### src/rtl/npu_seq_ctrl.sv
// Wishbone-programmed job sequencer for the edu_tpu array: weight load, activation stream, result write-back.
// Build option: define NPU_SEQ_CYCLE_CNT_EN to implement the CYCLES busy-cycle counter (reads 0 otherwise).
module npu_seq_ctrl #(
    parameter int AW = 8,
    parameter int DW = 32,
    parameter int N  = 4
) (
    input  logic          wb_clk_i,
    input  logic          wb_rst_n_i,
    input  logic          wb_cyc_i,
    input  logic          wb_stb_i,
    input  logic          wb_we_i,
    input  logic [3:0]    wb_sel_i,
    input  logic [31:0]   wb_adr_i,
    input  logic [31:0]   wb_dat_i,
    output logic          wb_ack_o,
    output logic [31:0]   wb_dat_o,
    output logic          ram_en_o,
    output logic          ram_we_o,
    output logic [AW-1:0] ram_addr_o,
    output logic [DW-1:0] ram_wdata_o,
    input  logic [DW-1:0] ram_rdata_i,
    output logic          arr_load_w_o,
    output logic          arr_valid_o,
    output logic [DW-1:0] arr_data_o,
    input  logic          arr_res_valid_i,
    input  logic [DW-1:0] arr_res_i,
    output logic          irq_o
);
    typedef enum logic [2:0] {
        S_IDLE = 3'd0, S_LOAD_W = 3'd1, S_STREAM = 3'd2, S_DRAIN = 3'd3, S_DONE = 3'd4
    } state_t;

    localparam logic [8:0] N_W = 9'(N);

    state_t      state_q, state_d;
    logic        ack_q, ack_d;
    logic [31:0] dat_q, dat_d;
    logic        irq_en_q, irq_en_d;
    logic [31:0] cfg_q, cfg_d;
    logic        done_q, done_d;
    logic        aborted_q, aborted_d;
    logic [8:0]  idx_q, idx_d;
    logic [7:0]  res_cnt_q, res_cnt_d;
    logic        pend_w_q, pend_w_d;
    logic        pend_x_q, pend_x_d;
    logic [31:0] cycles_rd;

    logic       wb_req, wb_wr, busy, start_cmd, abort_cmd;
    logic [1:0] reg_sel;
    logic [7:0] w_base, x_base, y_base, x_len;
    logic       rd_w, rd_x, res_wr, last_x;
    logic       unused_adr_bits;

    assign unused_adr_bits = ^{wb_adr_i[31:4], wb_adr_i[1:0]};

    assign w_base = cfg_q[7:0];
    assign x_base = cfg_q[15:8];
    assign y_base = cfg_q[23:16];
    assign x_len  = cfg_q[31:24];

    assign wb_req    = wb_cyc_i & wb_stb_i & ~ack_q;
    assign wb_wr     = wb_req & wb_we_i & (wb_sel_i == 4'hF);
    assign reg_sel   = wb_adr_i[3:2];
    assign busy      = (state_q != S_IDLE);
    // Abort beats start when both bits arrive in the same CTRL write.
    assign start_cmd = wb_wr & (reg_sel == 2'd0) & wb_dat_i[0] & ~wb_dat_i[2] & ~busy;
    assign abort_cmd = wb_wr & (reg_sel == 2'd0) & wb_dat_i[2] & busy;

    // Result writes own the port; a STREAM read simply waits a cycle behind them.
    assign res_wr = arr_res_valid_i & ((state_q == S_STREAM) | (state_q == S_DRAIN));
    assign rd_w   = (state_q == S_LOAD_W) & (idx_q < N_W);
    assign rd_x   = (state_q == S_STREAM) & ~arr_res_valid_i;
    assign last_x = rd_x & ((idx_q + 9'd1) == {1'b0, x_len});

    always_ff @(posedge wb_clk_i or negedge wb_rst_n_i) begin
        if (!wb_rst_n_i) state_q <= S_IDLE;
        else             state_q <= state_d;
    end

    always_comb begin
        state_d = state_q;
        case (state_q)
            S_IDLE:   if (start_cmd) state_d = S_LOAD_W;
            S_LOAD_W: if (idx_q == N_W) state_d = (x_len != 8'd0) ? S_STREAM : S_DONE;
            S_STREAM: if (last_x) state_d = S_DRAIN;
            S_DRAIN:  if (res_cnt_q == x_len) state_d = S_DONE;
            S_DONE:   state_d = S_IDLE;
            default:  state_d = S_IDLE;
        endcase
        if (abort_cmd) state_d = S_IDLE;
    end

    always_comb begin
        ram_en_o     = rd_w | rd_x | res_wr;
        ram_we_o     = res_wr;
        ram_wdata_o  = res_wr ? arr_res_i : '0;
        ram_addr_o   = '0;
        if (res_wr)    ram_addr_o = AW'(y_base) + AW'(res_cnt_q);
        else if (rd_w) ram_addr_o = AW'(w_base) + AW'(idx_q);
        else if (rd_x) ram_addr_o = AW'(x_base) + AW'(idx_q);
        arr_load_w_o = pend_w_q;
        arr_valid_o  = pend_x_q;
        arr_data_o   = (pend_w_q | pend_x_q) ? ram_rdata_i : '0;
        irq_o        = done_q & irq_en_q;
        wb_ack_o     = ack_q;
        wb_dat_o     = dat_q;
    end

    always_comb begin
        ack_d     = wb_req;
        dat_d     = '0;
        irq_en_d  = irq_en_q;
        cfg_d     = cfg_q;
        done_d    = done_q;
        aborted_d = aborted_q;
        idx_d     = idx_q;
        res_cnt_d = res_cnt_q;
        pend_w_d  = rd_w & ~abort_cmd;
        pend_x_d  = rd_x & ~abort_cmd;
        if (wb_req && !wb_we_i) begin
            case (reg_sel)
                2'd0:    dat_d = {29'd0, 1'b0, irq_en_q, 1'b0};
                2'd1:    dat_d = cfg_q;
                2'd2:    dat_d = {21'd0, state_q, 5'd0, aborted_q, done_q, busy};
                default: dat_d = cycles_rd;
            endcase
        end
        if (wb_wr && reg_sel == 2'd0) irq_en_d = wb_dat_i[1];
        if (wb_wr && reg_sel == 2'd1 && !busy) cfg_d = wb_dat_i;
        if (wb_wr && reg_sel == 2'd2) begin
            if (wb_dat_i[1]) done_d = 1'b0;
            if (wb_dat_i[2]) aborted_d = 1'b0;
        end
        if (rd_w || rd_x) idx_d = idx_q + 9'd1;
        if (state_q == S_LOAD_W && idx_q == N_W) idx_d = '0;
        if (res_wr) res_cnt_d = res_cnt_q + 8'd1;
        if (abort_cmd) aborted_d = 1'b1;
        if (state_q == S_DONE) done_d = 1'b1;
        if (start_cmd) begin
            done_d    = 1'b0;
            aborted_d = 1'b0;
            idx_d     = '0;
            res_cnt_d = '0;
        end
    end

    always_ff @(posedge wb_clk_i or negedge wb_rst_n_i) begin
        if (!wb_rst_n_i) begin
            ack_q     <= 1'b0;
            dat_q     <= '0;
            irq_en_q  <= 1'b0;
            cfg_q     <= '0;
            done_q    <= 1'b0;
            aborted_q <= 1'b0;
            idx_q     <= '0;
            res_cnt_q <= '0;
            pend_w_q  <= 1'b0;
            pend_x_q  <= 1'b0;
        end else begin
            ack_q     <= ack_d;
            dat_q     <= dat_d;
            irq_en_q  <= irq_en_d;
            cfg_q     <= cfg_d;
            done_q    <= done_d;
            aborted_q <= aborted_d;
            idx_q     <= idx_d;
            res_cnt_q <= res_cnt_d;
            pend_w_q  <= pend_w_d;
            pend_x_q  <= pend_x_d;
        end
    end

`ifdef NPU_SEQ_CYCLE_CNT_EN
    logic [31:0] cycles_q, cycles_d;

    always_comb begin
        cycles_d = cycles_q;
        if (busy && cycles_q != 32'hFFFF_FFFF) cycles_d = cycles_q + 32'd1;
        if (start_cmd) cycles_d = '0;
    end

    always_ff @(posedge wb_clk_i or negedge wb_rst_n_i) begin
        if (!wb_rst_n_i) cycles_q <= '0;
        else             cycles_q <= cycles_d;
    end

    assign cycles_rd = cycles_q;
`else
    assign cycles_rd = '0;
`endif
endmodule
### config.mk
export PLATFORM = sky130hd
export DESIGN_NAME = npu_seq_ctrl
export DESIGN_NICKNAME = d
export VERILOG_FILES = /design/src/rtl/npu_seq_ctrl.sv
export SDC_FILE = /design/constraint.sdc
export NUM_CORES = 1
export LEC_CHECK = 0
export BUFFER_PORTS_ARGS = -buffer_cell sky130_fd_sc_hd__clkbuf_2
export CAP_MARGIN = 20
export CORE_UTILIZATION = 51
export DETAILED_ROUTE_END_ITERATION = 16
export PLACE_DENSITY = 0.93
export SLEW_MARGIN = 40
export SYNTH_ARGS = -nofsm -noshare
export SYNTH_HDL_FRONTEND = slang
export SYNTH_SLANG_ARGS = --single-unit
export TNS_END_PERCENT = 5
### constraint.sdc
create_clock -name wb_clk_i -period 6.15 [get_ports wb_clk_i]
set_input_delay 1.845 -clock wb_clk_i [delete_from_list [all_inputs] [get_ports wb_clk_i]]
set_output_delay 1.845 -clock wb_clk_i [all_outputs]
set_load 0.02 [all_outputs]
==> flow_summary.ini, run 1 <==
[sta]
setup_tns_ns = 0
setup_slack_ns = 0.827
rsz0062_at_grt = false
period_share = 0.866
setup_viol_count_final = 0
max_freq_mhz = 188
skew_ns = 0.0136
slew_headroom = 0.434
tightest_slew_ns = 0.846
slew_viol_final = 0
finalHoldViolCount = 0
finalCriticalPeriod_ns = 5.32

[cts]
clockRootBuffer = clkbuf_8
ctsResizeCount = 0
cts_tree = done
cts_hold_buf = 0
cts_made_buffers = 9
clk_pin_slew_ns = 0.10
clock-sinks = 90
htreeDepth = 3
insertion_delay_ns = 0.36
cts_setup_buffers = 0
cts.path.max_buffers = 2

[logic_synthesis]
ys_types = 55
syn_nets = 695
async_flop_share = 1.00
ys_ff_latch = 90
syn_area_um2 = 5310
yosysSeqAreaShare = 0.424
synthCells = 530
synthFlopType = dfrtp_1
ys_warn_count = 0
synth_edf_count = 0
avgSynthCellArea_um2 = 10.0

[floorplan]
coreArea_um2 = 9950
dieArea_um2 = 10800
die_w_um = 104
core.rowCount = 36
io-pin-count = 248
start_util = 0.534
die_h_um = 104

[critical_path]
required_ns = 4.30
r2r_start = wb_ack_o
crit_start = arr_res_valid_i
startpoint_type = input pin
crit_chain = clkbuf_2 -> nand2_1 -> inv_2 -> a222oi_1 -> inv_1 -> clkbuf_2
cpMaxStageDelayCell = a222oi_1
reg2reg_setup_slack_ns = 3.59
critical_path_arrival_ns = 3.48
worstPathMaxFanout = 36
worstSetupEndpointType = output pin
slowest_delay_ns = 0.46
critical_path_class = input pin to output pin
reg2reg_to = idx_q[2]
r2r.worst_path.cells = 6
path_common_cell = clkbuf_2

[global_route]
grt_max_degree = 91
antenna_found_initial = 1
grt_pass1_wl_mm = 24.3
grt_overflow = 0
grt_usage = 0.284
grt_pass1_vias = 4736

[placed_design]
place_ws_ns = 0.866
gp_congestion = 0.938
dp_hpwl_mm = 11.8
portBuffers = 217

[drt]
drtAntennaViolNets = 0
routed_wl_mm = 15.3
drcViolationCount = 0
viasPerCell = 5.47
post_drt_wl_per_cell_um = 17.5
drt_first_pass_iters = 5
vias = 4763
drt_iter0_markers = 399

[power_and_ir_drop]
cellLeakagePower_nw = 3.64
ir_drop_mv = 0.147
combPwrFrac = 0.096
p_seq_frac = 0.538
p_switching_mw = 0.297
pwr-share-clk = 0.366
power_density_nw_per_um2 = 172
switching_share = 0.259
intPower_mw = 0.851

[worst_hold_path]
whs_endpoint = wb_dat_o[18]
hp-class = register to register
hold_depth = 1
min-delay-start = cfg_q[18]

[finish]
area_growth_pct = 25.5
utilization = 0.670
nets = 897
drive_above_1_share = 0.377

[status]
status = finished clean

[job]
drv_cap = 0
## cell usage in the layout (no fill, tap or decap), drive strengths merged, types with 3 or more instances in the layout
master and instances:
and3 35, a31oi 3, a21o 7, nor3 8
nor4 3, nand4 11, a21oi 19, nand2 19
dfrtp 90, xnor2 33, inv 17, xor2 18
nor2b 41, ha 24, mux2 33, o211ai 3
nor2 47, nand2b 3, nand3 8, or3 6
and2 27, a22oi 8, o21ai 12, fa 3
clkbuf 227
## state kept, by name (all words and copies together) (netlist names)
signal        cells
cfg_q            32
wb_dat_o         32
idx_q             9
res_cnt_q         8
state_q           3
aborted_q         1
arr_load_w_o      1
arr_valid_o       1
done_q            1
irq_en_q          1
wb_ack_o          1
## logic make-up (layout without fill, tap and decap cells)
group | count (synthesis) | after routing | share of synthesized area
DFF | 90 | 90 | 0.424
buffers and inverters | 42 | 249 | 0.0356
other | 0 | 1 | 0
xor gates and xnor gates | 51 | 51 | 0.0841
and+or+nand+nor | 215 | 215 | 0.226
AOI/OAI and AO/OA | 70 | 70 | 0.0893
adders and majority gates | 27 | 27 | 0.0678
muxes | 35 | 35 | 0.0737
## power by group through the flow
| stage | Clock, mW | Combinational [mW] | Sequential (mW) |
|---|---|---|---|
| after floorplan | 0 | 0.0526 | 0.623 |
| after global placement | 0 | 0.105 | 0.629 |
| after detailed placement | 0 | 0.110 | 0.630 |
| after CTS | 0.422 | 0.111 | 0.618 |
| after global routing | 0.451 | 0.123 | 0.620 |
| final | 0.420 | 0.110 | 0.618 |
## cell usage after synthesis (5+ instances only)
| cell type | number | area share |
|---|---|---|
| nor2b_1 | 41 | 0.048 |
| nand4_1 | 11 | 0.013 |
| inv_1 | 14 | 0.0099 |
| a22oi_1 | 8 | 0.011 |
| nand2_1 | 19 | 0.013 |
| nor3_1 | 5 | 0.0047 |
| xor2_1 | 18 | 0.030 |
| and3_1 | 35 | 0.041 |
| dfrtp_1 | 90 | 0.42 |
| ha_1 | 24 | 0.057 |
| a21oi_1 | 18 | 0.017 |
| nand3_1 | 7 | 0.0066 |
| clkbuf_1 | 16 | 0.011 |
| nor2_1 | 45 | 0.032 |
| buf_2 | 7 | 0.0066 |
| xnor2_1 | 33 | 0.054 |
| o21ai_0 | 11 | 0.010 |
| or3_1 | 5 | 0.0059 |
| a21o_1 | 7 | 0.0099 |
| and2_1 | 27 | 0.032 |
| mux2_2 | 30 | 0.064 |
## worst max-delay path by stage
stage	end	slack [ns]	depth (start not counted)
global route	ram_addr_o[0]	0.70	6
global placement	ram_addr_o[0]	0.95	6
CTS	ram_addr_o[0]	0.87	6
finish	ram_addr_o[0]	0.83	6
floorplan	ram_addr_o[5]	1.32	3
detailed placement	ram_addr_o[0]	0.87	6
## final cells by class
cell class | instances | area (um^2)
fillers | 797 | 3290
multi-input cells | 398 | 2890
flip-flops and latches | 90 | 2250
repair buffers | 218 | 1100
well taps | 133 | 166
clock buffers | 10 | 128
clock inverters | 6 | 73.8
inverters | 15 | 56.3
diodes | 1 | 2.50
## critical path: cells and delay by family
kind / cells / cell delay (ns)
buffers and inverters: 4 / 0.75
AOI/OAI and AO/OA: 1 / 0.46
and+or+nand+nor: 1 / 0.42
## per-layer routing
metal / part of all wire / vias up / track usage
met5: 0 / - / 0
met4: 0.020 / 0 / 0.112
met3: 0.053 / 20 / 0.0213
met2: 0.50 / 213 / 0.489
met1: 0.42 / 2297 / 0.371
li1: - / 2233 / -
## through the flow
stage / area (um^2) / instances / total power, mW / hold WS [ns]
2_1_floorplan: 5310 / 530 / 0.676 / 0.477
3_3_place_gp: 6450 / 854 / 0.734 / 0.502
3_5_place_dp: 6460 / 854 / 0.740 / 0.502
4_1_cts: 6660 / 870 / 1.15 / 0.525
5_1_grt: 6670 / 871 / 1.19 / 0.547
6_report: 6670 / 871 / 1.15 / 0.522
Note: power is estimated with default switching activity, not from simulation.
==> inputs of run 2 (changes only) <==
--- a/config.mk
+++ b/config.mk
@@ -7,9 +7,10 @@
 export LEC_CHECK = 0
 export BUFFER_PORTS_ARGS = -buffer_cell sky130_fd_sc_hd__clkbuf_2
 export CAP_MARGIN = 20
-export CORE_UTILIZATION = 51
+export CORE_MARGIN = 2
+export CORE_UTILIZATION = 47
 export DETAILED_ROUTE_END_ITERATION = 16
-export PLACE_DENSITY = 0.93
+export PLACE_DENSITY = 0.88
 export SLEW_MARGIN = 40
 export SYNTH_ARGS = -nofsm -noshare
 export SYNTH_HDL_FRONTEND = slang
==> constraint.sdc (replaced) <==
create_clock -name wb_clk_i -period 4.92 [get_ports wb_clk_i]
set_input_delay 1.476 -clock wb_clk_i [delete_from_list [all_inputs] [get_ports wb_clk_i]]
set_output_delay 1.476 -clock wb_clk_i [all_outputs]
set_load 0.02 [all_outputs]
==> run 2 against run 1 <==
Flip-flop and latch count stayed put. Core utilization is 5.0 points lower. First-iteration DRC count is 25% lower. Design area is 1.6% higher. Die area is 12% higher. Global-route usage is 3.3 points lower. Worst hold slack worse by 0.0089 ns. Wire length is 0.18% higher. Final cell count is 1.3% higher. Sequential share of layout area is 0.52 points lower. Critical path type is now register to output pin. Largest cell class unchanged.
==> flow_summary.ini, run 2 (synthesis results as in run 1) <==
[drt]
drtAntennaViolNets = 0
post_drt_wl_per_cell_um = 17.3
drcViolationCount = 0
viasPerCell = 5.41
vias = 4770
drt_first_pass_iters = 5
routed_wl_mm = 15.3
drt_iter0_markers = 298

[floorplan]
io-pin-count = 248
die_h_um = 110
start_util = 0.486
die_w_um = 110
coreArea_um2 = 10900
core.rowCount = 38
dieArea_um2 = 12200

[placed_design]
place_ws_ns = 0.861
dpl_cell_area_um2 = 6500
dp_cells = 865
portBuffers = 217
gp_congestion = 0.891
dp_hpwl_mm = 12.0

[sta]
skew_ns = 0.00660
slew_headroom = 0.435
tightest_slew_ns = 0.845
finalHoldViolCount = 0
slew_viol_final = 0
finalCriticalPeriod_ns = 4.23
rsz0062_at_grt = false
setup_slack_ns = 0.687
max_freq_mhz = 236
whs_ns = 0.513
setup_viol_count_final = 0
period_share = 0.860
setup_tns_ns = 0

[critical_path]
startpoint_type = register
cpMaxStageDelayCell = dfrtp_1
required_ns = 3.44
critical_path_arrival_ns = 2.76
crit_chain = ha_1 -> fa_1 -> a21o_1 -> a21oi_1 -> o21bai_1 -> a21oi_1 -> xnor2_1 -> nand2_1 -> o211ai_1 -> clkbuf_2
worstSetupEndpointType = output pin
worstPathMaxFanout = 6
path_common_cell = a21oi_1
cp_top_family = compound AO/OA/AOI/OAI gates
slowest_delay_ns = 0.47
critical_path_class = register to output pin
crit_buf_inv = 1

[power_and_ir_drop]
power_density_nw_per_um2 = 229
total_power_mw = 1.55
ir_drop_mv = 0.163
cellLeakagePower_nw = 3.69

[global_route]
grt_max_degree = 62
grt_pass1_vias = 4421
grt_usage = 0.251
antenna_found_initial = 1
grt_overflow = 0
grt_pass1_wl_mm = 22.7

[cts]
clockRootBuffer = clkbuf_16
cts_setup_buffers = 0
cts_hold_buf = 0
cts.path.max_buffers = 2
cts_made_buffers = 9
cts_tree = done
clk_pin_slew_ns = 0.07
ctsResizeCount = 0
htreeDepth = 3
insertion_delay_ns = 0.34
clock-sinks = 90

[finish]
layout_common_cells = clkbuf_2 (216), dfrtp_1 (90), nor2_1 (44)
layout_commonest_cell = clkbuf_2
nFillCells = 894
finalInstanceArea_um2 = 6770
drive_above_1_share = 0.378
final_cells = 882
area_growth_pct = 27.5
utilization = 0.619
nets = 901

[job]
drv_cap = 0

[status]
status = finished clean

[worst_hold_path]
hp-class = register to register
==> run 2: metal layers <==
metal	GRT usage	share of wire	wire, um
met1	0.309	0.38	5840
met2	0.438	0.52	7950
met3	0.0488	0.069	1050
met4	0.0884	0.029	451
met5	0	0	0
==> run 2: final timing paths <==
check	from	endpoint	slack, ns	cells after the start
worst max-delay path	idx_q[0]	ram_addr_o[6]	0.69	10
worst min-delay path	cfg_q[12]	wb_dat_o[12]	0.51	1
worst max register to register	wb_ack_o	idx_q[2]	2.41	6
worst min register to register	cfg_q[12]	wb_dat_o[12]	0.51	1
max in group asynchronous	wb_rst_n_i	wb_dat_o[22]	3.03	2
min in group asynchronous	wb_rst_n_i	wb_dat_o[17]	1.10	1
==> run 2: area by class of cell <==
class / count / area [um^2] / share of cell area
Tap cell: 140 / 175 / 0.0259
Clock buffer: 11 / 233 / 0.0344
Clock inverter: 5 / 38.8 / 0.00573
Sequential cell: 90 / 2250 / 0.332
Timing Repair Buffer: 222 / 1130 / 0.167
Inverter: 15 / 56.3 / 0.00831
Multi-Input combinational cell: 398 / 2890 / 0.426
Antenna cell: 1 / 2.50 / 0.000369
==> run 2: where the power goes <==
group | leakage [nW] | total (mW) | switching, mW | internal (mW)
clock | 0.131 | 0.637 | 0.290 | 0.346
combinational | 2.33 | 0.138 | 0.0675 | 0.0707
sequential | 1.24 | 0.773 | 0.0196 | 0.754
